## src/rtl/alarm_ctrl.sv

```systemverilog
// Alarm clock controller: stores the alarm time, rings on a minute-change match,
// supports snooze and automatic ring timeout, and drives a square-wave buzzer.
module alarm_ctrl #(
   parameter int SNOOZE_MIN = 9,
   parameter int RING_MIN   = 5,
   parameter int BEEP_HALF  = 500
) (
   input  logic       clkMSec,
   input  logic       reset,
   input  logic [4:0] hour,
   input  logic [5:0] min,
   input  logic       changeMin,
   input  logic       alarmEn,
   input  logic       btnHour,
   input  logic       btnMin,
   input  logic       snooze,
   output logic [4:0] alarmHour,
   output logic [5:0] alarmMin,
   output logic       ringing,
   output logic       snoozed,
   output logic       buzzer
);

   localparam int BW = $clog2(BEEP_HALF);

   typedef enum logic [1:0] {IDLE, RING, SNOOZE} state_t;

   state_t          state;
   logic            change_d;
   logic [5:0]      ring_cnt;
   logic [5:0]      snz_cnt;
   logic [BW-1:0]   beep_cnt;
   logic [6:0]      ring_nxt;
   logic [6:0]      snz_nxt;
   logic            trigger;

   // hour/min only reflect the new minute one cycle after changeMin
   assign trigger  = change_d && (hour == alarmHour) && (min == alarmMin) && alarmEn;
   assign ring_nxt = {1'b0, ring_cnt} + 7'd1;
   assign snz_nxt  = {1'b0, snz_cnt} + 7'd1;

   always_ff @(posedge clkMSec) begin
      if (reset) begin
         state     <= IDLE;
         change_d  <= 1'b0;
         alarmHour <= '0;
         alarmMin  <= '0;
         ringing   <= 1'b0;
         snoozed   <= 1'b0;
         buzzer    <= 1'b0;
         ring_cnt  <= '0;
         snz_cnt   <= '0;
         beep_cnt  <= '0;
      end else begin
         change_d <= changeMin;
         case (state)
            IDLE: begin
               if (btnHour) alarmHour <= (alarmHour == 5'd23) ? 5'd0 : alarmHour + 5'd1;
               if (btnMin)  alarmMin  <= (alarmMin == 6'd59) ? 6'd0 : alarmMin + 6'd1;
               if (trigger) begin
                  state    <= RING;
                  ringing  <= 1'b1;
                  snoozed  <= 1'b0;
                  buzzer   <= 1'b1;
                  ring_cnt <= '0;
                  beep_cnt <= '0;
               end
            end
            RING: begin
               if (!alarmEn) begin
                  state   <= IDLE;
                  ringing <= 1'b0;
                  snoozed <= 1'b0;
                  buzzer  <= 1'b0;
               end else if (snooze) begin
                  state   <= SNOOZE;
                  ringing <= 1'b0;
                  snoozed <= 1'b1;
                  buzzer  <= 1'b0;
                  snz_cnt <= '0;
               end else if (changeMin && ring_nxt == 7'(RING_MIN)) begin
                  state   <= IDLE;
                  ringing <= 1'b0;
                  buzzer  <= 1'b0;
               end else begin
                  if (changeMin) ring_cnt <= ring_nxt[5:0];
                  if (beep_cnt == BW'(BEEP_HALF - 1)) begin
                     beep_cnt <= '0;
                     buzzer   <= ~buzzer;
                  end else begin
                     beep_cnt <= beep_cnt + 1'b1;
                  end
               end
            end
            SNOOZE: begin
               if (!alarmEn) begin
                  state   <= IDLE;
                  ringing <= 1'b0;
                  snoozed <= 1'b0;
                  buzzer  <= 1'b0;
               end else if (changeMin) begin
                  if (snz_nxt == 7'(SNOOZE_MIN)) begin
                     state    <= RING;
                     ringing  <= 1'b1;
                     snoozed  <= 1'b0;
                     buzzer   <= 1'b1;
                     ring_cnt <= '0;
                     beep_cnt <= '0;
                  end else begin
                     snz_cnt <= snz_nxt[5:0];
                  end
               end
            end
            default: begin
               state   <= IDLE;
               ringing <= 1'b0;
               snoozed <= 1'b0;
               buzzer  <= 1'b0;
            end
         endcase
      end
   end

endmodule

```

## config.mk

```make
export PLATFORM = sky130hd
export DESIGN_NAME = alarm_ctrl
export DESIGN_NICKNAME = d
export VERILOG_FILES = /design/src/rtl/alarm_ctrl.sv
export SDC_FILE = /design/constraint.sdc
export NUM_CORES = 1
export LEC_CHECK = 0
export CORE_UTILIZATION = 35
export DETAILED_ROUTE_END_ITERATION = 10
export PLACE_DENSITY = 0.53
export SLEW_MARGIN = 20
export SYNTH_ARGS = -nofsm -noshare
export SYNTH_HDL_FRONTEND = slang
export SYNTH_SLANG_ARGS = --single-unit
export TNS_END_PERCENT = 10
```

## constraint.sdc

```tcl
create_clock -name clkMSec -period 2.7 [get_ports clkMSec]
set_input_delay 0.405 -clock clkMSec [delete_from_list [all_inputs] [get_ports clkMSec]]
set_output_delay 0.405 -clock clkMSec [all_outputs]
set_load 0.01 [all_outputs]
```

==> impl_metrics.toml <==
[outcome]
status = "finished clean"

[setup_path]
max_stage_delay_ns = 0.56
path_class = "in2reg"
startpoint = "min[5]"
path_max_fanout = 8
rrSetupSlack_ns = 0.38
cpLargestDelayFamily = "simple AND/OR/NAND/NOR gates"
cp_data_required_time_ns = 2.88
timing.rr.end = "ring_cnt[3]"
r2r-start = "ring_cnt[1]"
worstSetupStartpointType = "input port"
reg2reg_depth = 7
worstPathArrival_ns = 2.52
slowest_stage = "or4_4"
crit_buf_inv = 1
path_cells = "clkdlybuf4s50_1 > xor2_1 > or4_4 > nor4_1 > o31a_1 > o22ai_1 > a22o_1"
crit_path_end_kind = "flip-flop"

[global_routing]
track_usage_pct = 17.95
first_global_vias = 1882
grt_pass1_wl_um = 9142
antenna_found_initial = 0
grt_max_degree = 37
grt_overflow = 0

[logic_synthesis]
synth_area_leader_cell = "dfxtp_1"
async_reset_ff_share_pct = 0
ys_seq_area_share_pct = 34.23
avgSynthCellArea_um2 = 8.323
synth.distinct_cells = 53
synth-edff-count = 0
synth_nets = 292
synth_top_area_share_pct = 34.23
synth_area_um2 = 2222
ys_ff_latch = 38
synth_area_leaders = "dfxtp_1 (34%), xnor2_1 (5.5%), nand3_1 (4.1%), ha_1 (3.9%), nor2_1 (3.7%)"
yosysWarnings = 0
synth_ff_type = "dfxtp_1"
postSynthCellCount = 267

[detailed_routing]
avgViaCountPerCell = 5.484
drt.antenna.violating_nets = 0
wl_per_cell_um = 14.65
first_iter_violations = 120
drt-total-wl_um = 5507
dr.pass1.iters = 4
vias = 2062
drc_errors = 0

[run]
maxCapViolCount = 0

[die]
coreArea_um2 = 6026
initial_core_util_pct = 36.88
fp.dieW_um = 81.68
die_area_um2 = 6672
num_rows = 28
chipHeight_um = 81.68
ios = 32

[clocking]
numCtsBuffers = 5
htreeDepth = 2
cts.sinks = 38
cts_tree = "done"
cts_setup_buffers = 0
cts.path.max_buffers = 2
cts-root-buf = "clkbuf_8"
cts.clk_slew.worst_paths_ns = 0.08
ctsResizeCount = 0
postCtsHoldBufs = 0
insertion_delay_ns = 0.29

[placed_design]
place_congestion = 0.7987
placed_cells = 369
dp_worst_setup_slack_ns = 0.07538
io_buffers = 31
dpl.hpwl_um = 4052
place_area_um2 = 2634

[pwr]
p_leak_nw = 0.9604
p_per_area_nw_per_um2 = 385.8
power_mw = 1.046
ir_worst_vdd_v = 0.0001547

[sta]
rsz0062_at_grt = "false"
fin_tns_setup_ns = 0
fin_skew_ns = 0.008129
max_freq_ghz = 0.4279
period_minus_slack_ns = 2.337
tightest_slew_ns = 0.7343
slew_headroom_pct = 50.40
worst_slack_ns = 0.3633
finalMaxSlewViolations = 0
whs_ns = 0.4771
finalSetupViolCount = 0
finalHoldViolations = 0
fin_crit_sh_pct = 86.55

[min_path]
min_to = "beep_cnt[7]"
worstHoldStart = "beep_cnt[7]"
hold_depth = 1
hold_class = "reg2reg"

[layout]
num-nets-final = 326
areaGrowthSynthToFinish_pct = 22.07
diodes = 0
drive_above_1_share_pct = 6.977
final_cell_area_um2 = 2713
stdcell_count = 376
finish.utilization_pct = 45.02
[cell usage after synthesis (2+ instances only)]
cell / instances
nor2b_1: 7
a31oi_1: 6
a22o_1: 2
nor3b_1: 3
or4b_2: 2
a22oi_1: 2
o41ai_1: 3
a41oi_1: 3
a311oi_1: 5
nand4_1: 3
a21o_1: 3
nor3_1: 9
inv_1: 9
o41a_1: 2
xor2_1: 7
and3_1: 8
a211oi_1: 2
o22ai_1: 4
o21ai_1: 2
o31ai_1: 3
nand3_1: 18
buf_2: 3
ha_1: 7
a21oi_1: 13
mux2i_1: 3
dfxtp_1: 38
nand2b_1: 4
nand3b_1: 2
nor2_1: 22
nand2_1: 14
and4_1: 2
or4_1: 2
and2_1: 2
xnor2_1: 14
o21ai_0: 7
o31a_1: 5
clkbuf_1: 8
nor4_1: 2
or3_1: 2
[area by class of cell]
class                           instances  area, um^2
Fill cell                             639        3313
Sequential cell                        38       760.7
Tap cell                               75       93.84
Timing Repair Buffer                   38       362.8
Clock buffer                            5       68.82
Clock inverter                          2       10.01
Inverter                                9       33.78
Multi-Input combinational cell        209        1383
[layout by cell type, fill, tap and decap left out, types with 4 or more instances in the layout]
cell,n
a21oi_1,13
a311oi_1,5
a31oi_1,6
and3_1,8
buf_4,7
clkbuf_8,5
clkdlybuf4s50_1,31
dfxtp_1,38
ha_1,7
inv_1,9
nand2_1,14
nand2b_1,4
nand3_1,18
nor2_1,22
nor2b_1,7
nor3_1,9
o21ai_0,7
o22ai_1,4
o31a_1,5
xnor2_1,14
xor2_1,7
[metal layers]
| layer | wire, um | vias up | GRT usage [%] | share of wire, % |
|---|---|---|---|---|
| met1 | 2743 | 939 | 24.53 | 50 |
| li1 | - | 1064 | - | - |
| met3 | 279 | 4 | 4.000 | 5.1 |
| met2 | 2435 | 55 | 28.33 | 44 |
| met5 | 0 | - | 0 | 0 |
| met4 | 49 | 0 | 4.737 | 0.89 |
[worst register-to-register path, stage by stage, from the launching register on]
cell	delay, ns
dfxtp_1	0.35
ha_1	0.24
xor2_1	0.15
nand3_1	0.15
o41a_1	0.52
o31a_1	0.43
or2_1	0.27
o21ai_1	0.13
[kinds of logic after synthesis]
kind of cell | count (synthesis) | synth area share, %
and+or+nand+nor | 108 | 26.24
AOI/OAI and AO/OA | 69 | 21.90
DFF | 38 | 34.23
xor gates and xnor gates | 21 | 8.277
buffers and inverters | 20 | 3.547
adders and majority gates | 7 | 3.941
muxes | 4 | 1.858
[registers in the layout (all words and copies together), names as in the netlist]
signal	flops
change_d	1
snoozed	1
alarmHour	5
ringing	1
state	2
snz_cnt	6
buzzer	1
beep_cnt	9
alarmMin	6
ring_cnt	6
[where the power goes]
group	switching (mW)	total [mW]	internal, mW
logic	0.0438	0.100	0.0562
registers	0.00971	0.576	0.567
clock network	0.197	0.370	0.173
total	0.250	1.05	0.796
[worst max path at each step]
stage / to / depth (start not counted)
3_5_place_dp: beep_cnt[3] / 7
5_1_grt: ring_cnt[4] / 7
4_1_cts: ring_cnt[3] / 7
3_3_place_gp: beep_cnt[3] / 7
2_1_floorplan: ring_cnt[0] / 8
6_report: beep_cnt[3] / 7
Note: power is estimated with default switching activity, not from simulation.
